==> src/rtl/rx_frame_pkg.sv <==
// rx_frame_pkg
// Shared types and constants for the frame receive controller.
//   rx_state_t        : controller state encoding
//   SYNC_BYTE_DEFAULT : default frame start marker
//   DROP_MAX          : saturation value of the drop counter
package rx_frame_pkg;

  typedef enum logic [2:0] {
    IDLE,
    LEN,
    PAYLOAD,
    CSUM,
    HOLD
  } rx_state_t;

  localparam logic [7:0] SYNC_BYTE_DEFAULT = 8'hA5;
  localparam logic [7:0] DROP_MAX          = 8'hFF;

endpackage

==> src/rtl/rx_payload_buf.sv <==
// rx_payload_buf
// Payload storage for one frame: DEPTH x 8 register array, one synchronous
// write port and one registered read port.
// Ports:
//   clk, rst        : clock, synchronous active-high reset (read register only)
//   we/waddr/wdata  : write strobe, address, data
//   raddr           : read address
//   rdata           : registered read data, mem[raddr] one cycle later
module rx_payload_buf #(
  parameter int DEPTH = 16
) (
  input  logic       clk,
  input  logic       rst,
  input  logic       we,
  input  logic [7:0] waddr,
  input  logic [7:0] wdata,
  input  logic [7:0] raddr,
  output logic [7:0] rdata
);

  // Array is rounded up to a power of two so any AW-bit index is legal;
  // entries at or above DEPTH are never written.
  localparam int AW = (DEPTH > 1) ? $clog2(DEPTH) : 1;

  logic [7:0] mem [0:(1 << AW) - 1];

  // Storage carries no reset; contents are meaningless until written.
  always_ff @(posedge clk) begin
    if (we && (waddr < 8'(DEPTH))) begin
      mem[waddr[AW-1:0]] <= wdata;
    end
  end

  // Out-of-range reads return 0 rather than a stale word.
  always_ff @(posedge clk) begin
    if (rst) begin
      rdata <= 8'h00;
    end else if (raddr < 8'(DEPTH)) begin
      rdata <= mem[raddr[AW-1:0]];
    end else begin
      rdata <= 8'h00;
    end
  end

endmodule

==> src/rtl/rx_frame_ctrl.sv <==
// rx_frame_ctrl
// Sequences the byte receiver's byte/strobe stream into framed packets
// (sync, length, payload, optional checksum), stores the payload, and offers
// a completed frame through a valid/ack handshake.
// Build option: define RX_FRAME_CHECKSUM_EN to add the trailing checksum byte
// and the err_csum report; without it a frame ends after its last payload byte.
// Ports:
//   clk, rst     : clock, synchronous active-high reset
//   rx_enable    : allow reception; dropping it mid-frame aborts silently
//   byte_in      : received byte, qualified by byte_valid
//   byte_valid   : single-cycle byte strobe
//   frame_valid  : a complete frame is held
//   frame_ack    : consumer releases the held frame
//   frame_len    : payload length of the held frame
//   rd_addr      : payload read index
//   rd_data      : payload byte at rd_addr, one cycle later
//   err_len      : one-cycle pulse, illegal length byte
//   err_csum     : one-cycle pulse, checksum mismatch
//   err_timeout  : one-cycle pulse, inter-byte timeout
//   drop_cnt     : saturating count of bytes dropped while a frame is held
module rx_frame_ctrl
  import rx_frame_pkg::*;
#(
  parameter int         MAX_LEN   = 16,
  parameter int         TIMEOUT   = 255,
  parameter logic [7:0] SYNC_BYTE = SYNC_BYTE_DEFAULT
) (
  input  logic       clk,
  input  logic       rst,
  input  logic       rx_enable,
  input  logic [7:0] byte_in,
  input  logic       byte_valid,
  output logic       frame_valid,
  input  logic       frame_ack,
  output logic [7:0] frame_len,
  input  logic [7:0] rd_addr,
  output logic [7:0] rd_data,
  output logic       err_len,
  output logic       err_csum,
  output logic       err_timeout,
  output logic [7:0] drop_cnt
);

  localparam int TW = $clog2(TIMEOUT + 1);

  rx_state_t state, state_nxt;

  logic [7:0]    len_q, len_nxt;
  logic [7:0]    idx_q, idx_nxt;
  logic [TW-1:0] tmo_cnt, tmo_nxt;
  logic [7:0]    drop_nxt;
  logic          tmo_expire;
  logic          err_len_nxt, err_timeout_nxt;
  logic          buf_we;
`ifdef RX_FRAME_CHECKSUM_EN
  logic [7:0]    csum_q, csum_nxt, csum_sum;
  logic          err_csum_nxt;
`endif

  rx_payload_buf #(
    .DEPTH(MAX_LEN)
  ) u_buf (
    .clk  (clk),
    .rst  (rst),
    .we   (buf_we && !rst),
    .waddr(idx_q),
    .wdata(byte_in),
    .raddr(rd_addr),
    .rdata(rd_data)
  );

  // Next-state logic. Inside a frame, priority is: rx_enable abort, then a
  // byte (which beats a same-cycle timeout), then timeout expiry. The timeout
  // counter defaults to 0, so it clears on every byte and every state change.
  always_comb begin
    state_nxt       = state;
    len_nxt         = len_q;
    idx_nxt         = idx_q;
    tmo_nxt         = '0;
    drop_nxt        = drop_cnt;
    err_len_nxt     = 1'b0;
    err_timeout_nxt = 1'b0;
    buf_we          = 1'b0;
    tmo_expire      = !byte_valid && (tmo_cnt == TW'(TIMEOUT - 1));
`ifdef RX_FRAME_CHECKSUM_EN
    csum_nxt        = csum_q;
    err_csum_nxt    = 1'b0;
    csum_sum        = csum_q + byte_in;
`endif

    case (state)
      IDLE: begin
        if (byte_valid && rx_enable && (byte_in == SYNC_BYTE)) begin
          state_nxt = LEN;
        end
      end

      LEN: begin
        if (!rx_enable) begin
          state_nxt = IDLE;
        end else if (byte_valid) begin
          if ((byte_in == 8'h00) || (byte_in > 8'(MAX_LEN))) begin
            err_len_nxt = 1'b1;
            state_nxt   = IDLE;
          end else begin
            len_nxt   = byte_in;
            idx_nxt   = 8'h00;
`ifdef RX_FRAME_CHECKSUM_EN
            csum_nxt  = byte_in;
`endif
            state_nxt = PAYLOAD;
          end
        end else if (tmo_expire) begin
          err_timeout_nxt = 1'b1;
          state_nxt       = IDLE;
        end else begin
          tmo_nxt = tmo_cnt + TW'(1);
        end
      end

      PAYLOAD: begin
        if (!rx_enable) begin
          state_nxt = IDLE;
        end else if (byte_valid) begin
          buf_we  = 1'b1;
          idx_nxt = idx_q + 8'd1;
`ifdef RX_FRAME_CHECKSUM_EN
          csum_nxt = csum_sum;
          if (idx_q == len_q - 8'd1) begin
            state_nxt = CSUM;
          end
`else
          if (idx_q == len_q - 8'd1) begin
            state_nxt = HOLD;
          end
`endif
        end else if (tmo_expire) begin
          err_timeout_nxt = 1'b1;
          state_nxt       = IDLE;
        end else begin
          tmo_nxt = tmo_cnt + TW'(1);
        end
      end

`ifdef RX_FRAME_CHECKSUM_EN
      // Length + payload + checksum byte must sum to zero mod 256.
      CSUM: begin
        if (!rx_enable) begin
          state_nxt = IDLE;
        end else if (byte_valid) begin
          if (csum_sum == 8'h00) begin
            state_nxt = HOLD;
          end else begin
            err_csum_nxt = 1'b1;
            state_nxt    = IDLE;
          end
        end else if (tmo_expire) begin
          err_timeout_nxt = 1'b1;
          state_nxt       = IDLE;
        end else begin
          tmo_nxt = tmo_cnt + TW'(1);
        end
      end
`endif

      // A byte arriving with the ack is still counted as dropped.
      HOLD: begin
        if (byte_valid && (drop_cnt != DROP_MAX)) begin
          drop_nxt = drop_cnt + 8'd1;
        end
        if (frame_ack) begin
          state_nxt = IDLE;
        end
      end

      default: begin
        state_nxt = IDLE;
      end
    endcase
  end

  // frame_valid and frame_len are loaded from the next state so they line up
  // with the state register instead of lagging it by a cycle.
  always_ff @(posedge clk) begin
    if (rst) begin
      state       <= IDLE;
      len_q       <= 8'h00;
      idx_q       <= 8'h00;
      tmo_cnt     <= '0;
      drop_cnt    <= 8'h00;
      frame_valid <= 1'b0;
      frame_len   <= 8'h00;
      err_len     <= 1'b0;
      err_timeout <= 1'b0;
    end else begin
      state       <= state_nxt;
      len_q       <= len_nxt;
      idx_q       <= idx_nxt;
      tmo_cnt     <= tmo_nxt;
      drop_cnt    <= drop_nxt;
      frame_valid <= (state_nxt == HOLD);
      if ((state_nxt == HOLD) && (state != HOLD)) begin
        frame_len <= len_q;
      end
      err_len     <= err_len_nxt;
      err_timeout <= err_timeout_nxt;
    end
  end

`ifdef RX_FRAME_CHECKSUM_EN
  always_ff @(posedge clk) begin
    if (rst) begin
      csum_q   <= 8'h00;
      err_csum <= 1'b0;
    end else begin
      csum_q   <= csum_nxt;
      err_csum <= err_csum_nxt;
    end
  end
`else
  assign err_csum = 1'b0;
`endif

endmodule

==> config.mk <==
export PLATFORM = sky130hd
export DESIGN_NAME = rx_frame_ctrl
export DESIGN_NICKNAME = d
export VERILOG_FILES = /design/src/rtl/rx_frame_pkg.sv /design/src/rtl/rx_payload_buf.sv /design/src/rtl/rx_frame_ctrl.sv
export SDC_FILE = /design/constraint.sdc
export NUM_CORES = 1
export LEC_CHECK = 0
export ABC_AREA = 1
export CAP_MARGIN = 20
export CORE_MARGIN = 3
export CORE_UTILIZATION = 50
export DETAILED_ROUTE_END_ITERATION = 8
export PLACE_DENSITY = 0.69
export RECOVER_POWER = 100
export SLEW_MARGIN = 20
export SYNTH_ARGS = -nofsm -noshare
export SYNTH_HDL_FRONTEND = slang
export SYNTH_SLANG_ARGS = --single-unit
export TNS_END_PERCENT = 30
==> constraint.sdc <==
create_clock -name clk -period 2.7 [get_ports clk]
set_clock_uncertainty 0.15 [all_clocks]
set_input_delay 0.81 -clock clk [delete_from_list [all_inputs] [get_ports clk]]
set_output_delay 0.81 -clock clk [all_outputs]
set_load 0.01 [all_outputs]
==> impl_results.rst, run 1 <==
.. list-table::
   :header-rows: 1

   * - Metric
     - Value
   * - EDFF count, synth
     - 128
   * - Overall die width
     - 131 um
   * - Overflow after GRT
     - 0
   * - Worst Hold Margin
     - 0.335 ns
   * - Cell types occupying the most area after synthesis
     - edfxtp_1 (49%), dfxtp_1 (14%), nand2_1 (5.2%)
   * - Post-route clock period utilization
     - 0.940
   * - Kind of cell adding the most delay to the critical path
     - buffers and inverters
   * - Count of final setup violators
     - 0
   * - Total wire length after detailed routing
     - 17.6 mm
   * - Via count of the first global-routing pass
     - 5324
   * - Unrepaired setup endpoints after global routing
     - true
   * - Die ar.
     - 0.0171 mm^2
   * - Critical Path Fanout Max
     - 8
   * - Fraction of registers with async set or reset after synthesis
     - 0
   * - Sum of internal, switching and leakage power
     - 0.00592 W
   * - Largest net degree at the start of global routing
     - 52
   * - Slowest stage cell, crit path
     - clkdlybuf4s50_1
   * - Share of the synthesized area in the top cell type
     - 0.494
   * - Clock tree from TritonCTS
     - built
   * - Capturing element type of the critical path
     - flop
   * - Cell chosen for the clock root
     - clkbuf_16
   * - Library cell with the largest summed area after synthesis
     - edfxtp_1
   * - Post-synthesis cell type count
     - 36
   * - Routed via count divided by cell count
     - 5.33
   * - Number of nets in the layout
     - 853
   * - Max-capacitance violation count
     - 0
   * - Final-layout fill cell count
     - 1194
   * - Post-synthesis average cell area
     - 10.4 um^2
   * - Clock transition at the registers of the reported paths
     - 0.06 ns
   * - Number of gates resized after CTS
     - 0
   * - Worst path arrival time
     - about 2.5 ns
   * - Yosys synthesis warning count
     - 0
   * - Net count of the mapped netlist
     - 774
   * - Num CTS Buffers
     - 17
   * - Fmax
     - 394 MHz
   * - Tightest Pin Transition
     - 1.14 ns
   * - Sequence of cells on the critical path
     - clkdlybuf4s50_1 -> nand2_1 -> nor2_1 -> inv_1 -> nor4_4 -> nand2_1 -> nor2_1 -> buf_2
   * - Dominant register cell in the synthesized netlist
     - edfxtp_1
   * - Post-CTS setup buffer count
     - 0
   * - Final core occ
     - 0.624
   * - Total power per unit cell area
     - 638 mW/mm^2
   * - Most common cell in the netlist
     - edfxtp_1
   * - Min-Delay Path Class
     - flop to flop
   * - Core outline area
     - 0.0149 mm^2
   * - Instance count of the mapped netlist
     - 745
   * - Fraction of final layout cells sized beyond drive strength 1
     - 0.0872
   * - First-pass GRT wire length
     - 27.7 mm
   * - Vert. Die Dim
     - 131 um
   * - Buffer levels on the longest clock path
     - 2
   * - Num ports
     - 49
   * - Most frequent cells after synthesis
     - edfxtp_1 (128), nand2_1 (107), inv_1 (84)
   * - PortBufs
     - between 40 and 50
   * - Cell area after technology mapping
     - 0.00778 mm^2
   * - Overall Global Routing Usage
     - 0.217
   * - Slew Limit Fails
     - 0
   * - Max IR drop VDD
     - 0.411 mV
   * - Deepest level of the CTS H-tree
     - 4
   * - Drt pass-1 iters
     - 8
   * - Number of cell rows
     - 44
   * - Sum of buffers and inverters on the critical path
     - 3
   * - CP Launch Type
     - input pin
   * - Detailed-placement wirelength estimate
     - approximately 12 mm
   * - Last weighted congestion value of the routability-driven placer
     - 0.863
   * - Number of remaining DRC errors
     - 0
   * - Antenna-violating nets left
     - 0
   * - Via count of the routed design
     - approximately 5.4k
   * - Result of the run
     - completed
   * - CTS Hold Bufs
     - 0
   * - Initial standard-cell utilization of the core
     - 0.524
   * - Layout overhead on the synthesized area
     - 19.3%
   * - Clock sink count
     - 182
   * - Relative slew margins
     - 0.242
   * - Worst Path Required
     - 2.68 ns
   * - Hold violation count in the final report
     - 0
   * - DRC marker count from the first detailed-route iteration
     - 506
   * - Insertion delay of the later-clocked pin in the worst-skew pair
     - 0.43 ns
   * - Post-route minimum period
     - approximately 2.5 ns
   * - Class of the most critical setup path
     - input pin to flop
   * - Post-synthesis register bit count
     - 182
   * - Maximum cell stage delay along the critical path
     - 0.53 ns
   * - Sequential cell area fraction in the yosys report
     - 0.633
   * - Average wire per cell in the routed design
     - around 17 um
   * - Static leakage
     - 3.66 nW
   * - Count of antenna diodes in the layout
     - 0
   * - Antenna violations before repair
     - 0
registers in the layout (all words and copies together) (netlist names):
signal,flops
tmo_cnt,8
err_len,1
idx_q,8
err_timeout,1
state,3
frame_valid,1
drop_cnt,8
u_buf.rdata,8
u_buf.mem,128
len_q,8
frame_len,8
logic make-up after synthesis:
group,count (synthesis),share of synthesized area
other,1,0.000482
AOI/OAI and AO/OA,150,0.103
and+or+nand+nor,239,0.130
muxes,32,0.0412
adders and majority gates,8,0.0129
xor gates and xnor gates,14,0.0175
DFF,182,0.633
buffers and inverters,119,0.0616
report_power, final:
part | leakage [nW] | internal, W | switching [W]
clock network | 0.310 | 0.00165 | 0.00104
logic | 1.76 | 0.0000880 | 0.000169
registers | 1.58 | 0.00298 | 0.000000293
total | 3.66 | 0.00472 | 0.00121
layer usage:
| layer | vias up | GRT usage | share of wire |
|---|---|---|---|
| met2 | 164 | 0.365 | 0.50 |
| met1 | 2541 | 0.272 | 0.43 |
| met5 | - | 0 | 0 |
| li1 | 2707 | - | - |
| met3 | 31 | 0.0443 | 0.049 |
| met4 | 0 | 0.0968 | 0.027 |
cell type report:
type                       instances  area (um^2)  area share
clock inverter                    15          226      0.0244
multi-input combinational        444         2370       0.256
inverter                          88          330      0.0356
clock buffer                      17          425      0.0458
timing repair buffer              91          771      0.0830
tap                              184          230      0.0248
sequential                       182         4920       0.531
cells in the final DEF (no fill, tap or decap), drive strengths merged, types with 7 or more instances in the layout:
cell type	count
inv	88
clkdlybuf4s50	11
mux2i	32
buf	28
ha	8
a21oi	54
nand3	20
xor2	9
nor2	84
dfxtp	54
clkinv	7
nand4	10
a211oi	9
dlygate4sd3	35
nor3	9
nand2	108
edfxtp	128
o211ai	8
o21ai	76
clkbuf	34
stage by stage:
step                area [um^2]  setup TNS [ns]  worst slack [ns]  cells
finish                     9280               0             0.162   1021
global placement           8690          -22.33            -0.195    989
CTS                        9340               0             0.223   1021
global route               9280          -0.125          -0.00878   1021
floorplan                  7780               0             0.243    745
detailed placement         8690          -28.38            -0.237    989
worst register-to-register path, cell delays in order (launching register included):
cell	delay (ns)
dfxtp_1	0.38
inv_1	0.09
nor3_2	0.19
inv_1	0.15
nor2_1	0.14
inv_1	0.10
nor4_4	0.22
nand2_1	0.26
nor2_1	0.13
buf_2	0.22
worst paths after layout:
kind / endpoint / from / depth (start not counted) / slack, ns
hold / removal: tmo_cnt[0] / tmo_cnt[0] / 1 / 0.34
setup / recovery: u_buf.mem[11][0] / rx_enable / 8 / 0.16
setup reg to reg: u_buf.mem[11][0] / state[1] / 9 / 0.38
hold reg to reg: tmo_cnt[0] / tmo_cnt[0] / 1 / 0.34
Power figures use the tool's default switching activity.
==> inputs of run 2 (changes only) <==
--- a/config.mk
+++ b/config.mk
@@ -7,7 +7,7 @@
 export LEC_CHECK = 0
 export ABC_AREA = 1
 export CAP_MARGIN = 20
-export CORE_MARGIN = 3
+export CORE_MARGIN = 2
 export CORE_UTILIZATION = 50
 export DETAILED_ROUTE_END_ITERATION = 8
 export PLACE_DENSITY = 0.69
==> run 2 against run 1 <==
  * Utilization down 2.0 points
  * Cell area down 1.0%
  * First-iteration DRC count up 5.9%
  * Non-clock buffer count up 3
  * Register-to-register slack worse by 0.05 ns
  * Highest routed layer unchanged
  * Sequential power about the same
  * Sequential share of layout area up 0.55 points
  * Die area down 3.0%
  * Critical path depth down 2
  * Wire length down 1.2%
  * Sequential cell count unchanged
==> impl_results.rst, run 2 (synthesis results as in run 1) <==
.. list-table::
   :header-rows: 1

   * - Metric
     - Value
   * - Result of the run
     - completed
   * - Routed via count divided by cell count
     - 5.31 (-0.48%)
   * - Count of antenna diodes in the layout
     - 0 (unchanged)
   * - Clock tree from TritonCTS
     - built
   * - Final core occ
     - 0.604 (-0.0201)
   * - Core outline area
     - 0.0152 mm^2 (+2.3%)
   * - Commonest cells after routing, fill and taps aside
     - edfxtp_1 (128), nand2_1 (107), inv_1 (86), nor2_1 (82), o21ai_0 (69)
   * - Buffer levels on the longest clock path
     - 2 (unchanged)
   * - CP dominant cell by count
     - nor2_1
   * - Footprint of the multi-input gates
     - 0.00238 mm^2 (+0.21%)
   * - Worst Path Required
     - 2.91 ns (+0.23 ns)
   * - Total power per unit cell area
     - 601 mW/mm^2 (-5.8%)
   * - Final-layout fill cell count
     - 1253 (+4.9%)
   * - Post-route clock period utilization
     - 0.954 (+0.0136)
   * - Fmax
     - 388 MHz (-1.4%)
   * - Tightest Pin Transition
     - 1.12 ns (-0.0155 ns)
   * - Worst Hold Margin
     - 0.320 ns (-0.0150 ns)
   * - Average wire per cell in the routed design
     - 16.9 um (-1.9%)
   * - PortBufs
     - 47 (unchanged)
   * - Overflow after GRT
     - 0 (unchanged)
   * - Count of final setup violators
     - 0 (unchanged)
   * - Worst setup timing slack at the placement stage
     - -0.206 ns (+0.0317 ns)
   * - Post-CTS setup buffer count
     - 0 (unchanged)
   * - Hold violation count in the final report
     - 0 (unchanged)
   * - Flip-flop count of the largest register after layout
     - 128 (unchanged)
   * - Number of remaining DRC errors
     - 0 (unchanged)
   * - Via count of the first global-routing pass
     - 5299 (-0.47%)
   * - Min-Delay Path Class
     - flop to flop
   * - Number of nets in the layout
     - 856 (+0.35%)
   * - Final worst-path setup slack
     - 0.125 ns (-0.0368 ns)
   * - Slowest stage cell, crit path
     - clkbuf_1
   * - Post-route minimum period
     - 2.58 ns (+0.0368 ns)
   * - Drt pass-1 iters
     - 5 (-3)
   * - Via count of the routed design
     - 5454 (+0.20%)
   * - Largest net degree at the start of global routing
     - 48 (-7.7%)
   * - Insertion delay of the later-clocked pin in the worst-skew pair
     - 0.42 ns (about the same)
   * - Num CTS Buffers
     - 17 (unchanged)
   * - Fraction of final layout cells sized beyond drive strength 1
     - 0.0833 (-0.00388)
   * - DRC marker count from the first detailed-route iteration
     - 536 (+5.9%)
   * - CP Launch Type
     - input pin
   * - First-pass GRT wire length
     - 27.5 mm (-0.60%)
   * - Last weighted congestion value of the routability-driven placer
     - 0.863 (unchanged)
   * - Number of gates resized after CTS
     - 0 (unchanged)
   * - Max-capacitance violation count
     - 0 (unchanged)
   * - Cell chosen for the clock root
     - clkbuf_16
   * - Antenna-violating nets left
     - 0 (unchanged)
   * - Static leakage
     - 3.65 nW (-0.25%)
   * - Most common cell after layout, fill and taps aside
     - edfxtp_1
   * - Post-Layout Inst Area
     - 0.00919 mm^2 (-1.0%)
   * - Slew Limit Fails
     - 0 (unchanged)
   * - Sequential cell area in the final layout
     - 0.00492 mm^2 (unchanged)
   * - Clock sink count
     - 182 (unchanged)
   * - Antenna violations before repair
     - 0 (unchanged)
   * - Initial standard-cell utilization of the core
     - 0.512 (-0.0116)
   * - Deepest level of the CTS H-tree
     - 4 (unchanged)
   * - Overall die width
     - 129 um (-1.5%)
   * - Maximum cell stage delay along the critical path
     - 0.84 ns (+0.31 ns)
   * - Relative slew margins
     - 0.252 (+0.0103)
   * - Critical Path Fanout Max
     - 18 (+10)
   * - Overall Global Routing Usage
     - 0.221 (+0.00349)
   * - Max IR drop VDD
     - 0.514 mV (+25%)
   * - Instance area after placement
     - 0.00871 mm^2 (+0.32%)
   * - Num ports
     - 49 (unchanged)
   * - Detailed-placement wirelength estimate
     - 11.9 mm (-1.7%)
   * - Die ar.
     - 0.0166 mm^2 (-3.0%)
   * - Unrepaired setup endpoints after global routing
     - false
   * - Worst path arrival time
     - 2.78 ns (+0.26 ns)
   * - Number of cell rows
     - 45 (+2.3%)
   * - Total wire length after detailed routing
     - 17.4 mm (-1.2%)
   * - CTS Hold Bufs
     - 0 (unchanged)
   * - Class of the most critical setup path
     - input pin to flop
   * - Capturing element type of the critical path
     - flop
   * - Sequence of cells on the critical path
     - dlygate4sd3_1 -> clkbuf_1 -> nand4_1 -> nor4_1 -> nor2_1 -> nor2_1
   * - Layout overhead on the synthesized area
     - 18.0%
   * - Vert. Die Dim
     - 129 um (-1.5%)
   * - Final setup TNS
     - 0 ns (unchanged)
   * - Clock transition at the registers of the reported paths
     - 0.06 ns (about the same)
## run 2: cell count changes in the layout (fill, tap and decap cells not counted), sizes merged, moves of 2 or more
cell | previous run | this run
clkbuf | 34 | 52
buf | 28 | 22
bufinv | 5 | 1
clkinvlp | 3 | 0
clkdlybuf4s50 | 11 | 13
dlygate4sd3 | 35 | 33
## run 2: per-stage QoR
stage	total power, W	cells
floorplan	0.00317	745
global placement	0.00331	996
detailed placement	0.00331	996
CTS	0.00556	1028
global route	0.00571	1028
finish	0.00552	1028
## run 2: report_power, final
| part | internal [W] | total, W | switching, W | leakage [nW] |
|---|---|---|---|---|
| combinational | 0.0000927 | 0.000264 | 0.000172 | 1.79 |
| sequential | 0.00298 | 0.00298 | 0.000000258 | 1.58 |
| clock | 0.00133 | 0.00227 | 0.000937 | 0.269 |
| total | 0.00441 | 0.00552 | 0.00111 | 3.65 |
## run 2: final timing paths
path,startpoint,end,slack [ns],cells past startpoint
hold reg to reg,tmo_cnt[0],tmo_cnt[0],0.32,1
setup reg to reg,state[1],u_buf.mem[9][0],0.33,9
setup / recovery,byte_in[2],state[0],0.12,6
hold / removal,tmo_cnt[0],tmo_cnt[0],0.32,1
## run 2: final cells by class
type / count / share of cell area
Inverter: 88 / 0.0360
Clock buffer: 26 / 0.0533
Multi-Input combinational cell: 444 / 0.259
Sequential cell: 182 / 0.536
Tap cell: 188 / 0.0256
Clock inverter: 6 / 0.00586
Timing Repair Buffer: 94 / 0.0843
## run 2: routing by layer
metal	track usage	vias up	routed length (um)
met5	0	-	0
met2	0.358	189	8220
met3	0.0420	25	1050
li1	-	2700	-
met4	0.0761	0	301
met1	0.300	2540	7790
## run 2: worst max-delay path, delay by kind of cell
| family | cells | cell delay, ns |
|---|---|---|
| buffers and inverters | 2 | 1.40 |
| and+or+nand+nor | 4 | 0.55 |
==> inputs of run 3 (changes only) <==
--- a/config.mk
+++ b/config.mk
@@ -12,6 +12,7 @@
 export DETAILED_ROUTE_END_ITERATION = 8
 export PLACE_DENSITY = 0.69
 export RECOVER_POWER = 100
+export SETUP_SLACK_MARGIN = 0.4
 export SLEW_MARGIN = 20
 export SYNTH_ARGS = -nofsm -noshare
 export SYNTH_HDL_FRONTEND = slang
==> run 3 against run 2 <==
  * Critical path depth increased by 1
  * Hold slack improved by 0.0058 ns
  * Critical endpoint unchanged
  * Sequential cell count unchanged
  * Setup slack better by 0.17 ns
  * Clock-buffer cell count fell by 3
  * Cell count grew 1.3%
  * Power up 5.6%
  * Combinational power increased by 3%
  * Clock power up 13%
  * Sequential power barely moved
  * Cell area is 2.9% higher
==> impl_results.rst, run 3 (synthesis results as in run 1) <==
.. list-table::
   :header-rows: 1

   * - Metric
     - Value
   * - Most common cell after layout, fill and taps aside
     - edfxtp_1
   * - First-pass GRT wire length
     - 28.7 mm (+4.3%)
   * - Max-capacitance violation count
     - 0 (unchanged)
   * - Via count of the routed design
     - 5706 (+4.6%)
   * - CTS Hold Bufs
     - 0 (unchanged)
   * - Number of nets in the layout
     - 869 (+1.5%)
   * - Max IR drop VDD
     - 0.453 mV (-12%)
   * - Unrepaired setup endpoints after global routing
     - true
   * - Overall Global Routing Usage
     - 0.232 (+0.0118)
   * - Num ports
     - 49 (unchanged)
   * - Capturing element type of the critical path
     - flop
   * - Largest net degree at the start of global routing
     - 34 (-29%)
   * - Portion of total power attributed to combinational logic
     - 0.047 (about the same)
   * - PortBufs
     - 47 (unchanged)
   * - DRC marker count from the first detailed-route iteration
     - 661 (+23%)
   * - Deepest level of the CTS H-tree
     - 4 (unchanged)
   * - Cells on Worst Hold Path
     - 1 (unchanged)
   * - Fraction of power spent switching nets
     - 0.216 (+0.0148)
   * - Detailed-placement wirelength estimate
     - 12.5 mm (+4.5%)
   * - Routed via count divided by cell count
     - 5.48 (+3.3%)
   * - Final-layout fill cell count
     - 1228 (-2.0%)
   * - Sum of internal, switching and leakage power
     - 0.00583 W (+5.6%)
   * - Clock tree from TritonCTS
     - built
   * - Post-route clock period utilization
     - 0.890 (-0.0641)
   * - Worst path arrival time
     - 2.58 ns (-0.20 ns)
   * - Critical Path Fanout Max
     - 17 (-1)
   * - Number of remaining DRC errors
     - 0 (unchanged)
   * - Hold violation count in the final report
     - 0 (unchanged)
   * - Average wire per cell in the routed design
     - 17.6 um (+4.2%)
   * - Num CTS Buffers
     - 17 (unchanged)
   * - Count of antenna diodes in the layout
     - 0 (unchanged)
   * - Last weighted congestion value of the routability-driven placer
     - 0.854 (-1.1%)
   * - Overflow after GRT
     - 0 (unchanged)
   * - Layout overhead on the synthesized area
     - 21.5%
   * - Initial standard-cell utilization of the core
     - 0.512 (unchanged)
   * - Sequential cell area in the final layout
     - 0.00493 mm^2 (about the same)
   * - CP Launch Type
     - input pin
   * - Worst setup timing slack at the placement stage
     - -0.145 ns (+0.0606 ns)
   * - Drt pass-1 iters
     - 5 (unchanged)
   * - Total wire length after detailed routing
     - 18.3 mm (+5.5%)
   * - Worst reg2reg path depth
     - 10 (+1)
   * - Switching Power
     - 0.00126 W (+13%)
   * - Min-Delay Path Class
     - flop to flop
   * - Share of power burned in registers
     - 0.512 (-0.029)
   * - Vert. Die Dim
     - 129 um (unchanged)
   * - Via count of the first global-routing pass
     - 5506 (+3.9%)
   * - Footprint of the multi-input gates
     - 0.00241 mm^2 (+1.4%)
   * - Insertion delay of the later-clocked pin in the worst-skew pair
     - 0.44 ns (+0.02 ns)
   * - Overall die width
     - 129 um (unchanged)
   * - Die ar.
     - 0.0166 mm^2 (unchanged)
   * - Clock sink count
     - 182 (unchanged)
   * - Buffer levels on the longest clock path
     - 2 (unchanged)
   * - Worst Hold Margin
     - 0.326 ns (+0.00577 ns)
   * - Antenna-violating nets left
     - 0 (unchanged)
   * - Slew Limit Fails
     - 0 (unchanged)
   * - Cell-internal power
     - 0.00457 W (+3.6%)
   * - Fmax
     - 416 MHz (+7.2%)
   * - Flip-flop count of the largest register after layout
     - 128 (unchanged)
   * - Core outline area
     - 0.0152 mm^2 (unchanged)
   * - Post-route minimum period
     - 2.40 ns (-0.173 ns)
   * - Count of final setup violators
     - 0 (unchanged)
   * - Result of the run
     - completed
   * - Worst Path Required
     - 2.87 ns (-0.04 ns)
   * - Total power per unit cell area
     - 616 mW/mm^2 (+2.6%)
   * - Count of non-filler cells in the finished layout
     - 1041 (+1.3%)
   * - Final worst-path setup slack
     - 0.298 ns (+0.173 ns)
   * - Clock share of power
     - 0.442 (+0.031)
   * - Cell chosen for the clock root
     - clkbuf_16
   * - Placed Instances
     - 1002 (+0.60%)
   * - Static leakage
     - 3.78 nW (+3.7%)
   * - Number of cell rows
     - 45 (unchanged)
   * - Class of the most critical setup path
     - input pin to flop
   * - Tightest Pin Transition
     - 1.06 ns (-0.0596 ns)
   * - Relative slew margins
     - 0.292 (+0.0397)
   * - Fraction of final layout cells sized beyond drive strength 1
     - 0.122 (+0.0386)
   * - Clock transition at the registers of the reported paths
     - 0.07 ns (about the same)
   * - Antenna violations before repair
     - 0 (unchanged)
   * - Final setup TNS
     - 0 ns (unchanged)
   * - Commonest cells after routing, fill and taps aside
     - edfxtp_1 (128), nand2_1 (105), inv_1 (84), nor2_1 (74), o21ai_0 (72)
run 3: worst paths after layout:
check,from,endpoint,slack [ns]
max,byte_in[6],state[0],0.30
min,tmo_cnt[0],tmo_cnt[0],0.33
max reg2reg,state[1],u_buf.mem[7][0],0.35
min reg2reg,tmo_cnt[0],tmo_cnt[0],0.33
run 3: repair_timing:
item,in CTS,in global routing
resized for setup,17,18
setup buffers,5,2
pin swaps,4,6
setup endpoints to repair,148,164
run 3: stage by stage:
stage	util	cell area, um^2
after floorplan	-	7820
after global placement	0.580	8820
after detailed placement	0.580	8820
after CTS	0.625	9500
after global routing	0.622	9450
final	0.622	9450
run 3: cell type report:
cell class              instances  area share
repair buffers                107      0.0970
flip-flops and latches        182       0.521
clock inverters                 9     0.00728
inverters                      88      0.0349
multi-input cells             444       0.255
clock buffers                  23      0.0597
well taps                     188      0.0249
run 3: metal layers:
metal | track usage | vias up | wire (um)
met3 | 0.0516 | 26 | 1110
met4 | 0.0889 | 0 | 396
met5 | 0 | - | 0
met1 | 0.305 | 2738 | 8100
met2 | 0.380 | 205 | 8710
li1 | - | 2737 | -
run 3: power by group through the flow:
stage	clock network [W]	registers, W	logic (W)
after floorplan	0	0.00305	0.000130
after global placement	0	0.00304	0.000276
after detailed placement	0	0.00304	0.000280
after CTS	0.00260	0.00298	0.000280
after global routing	0.00271	0.00298	0.000296
final	0.00257	0.00298	0.000272
run 3: worst max-delay path, cell delays in order:
cell and delay, ns:
clkdlybuf4s50_1 0.51, clkbuf_1 0.81, inv_1 0.10, nand4_1 0.12
nor4_1 0.06, nor2_1 0.12, nor2_1 0.04
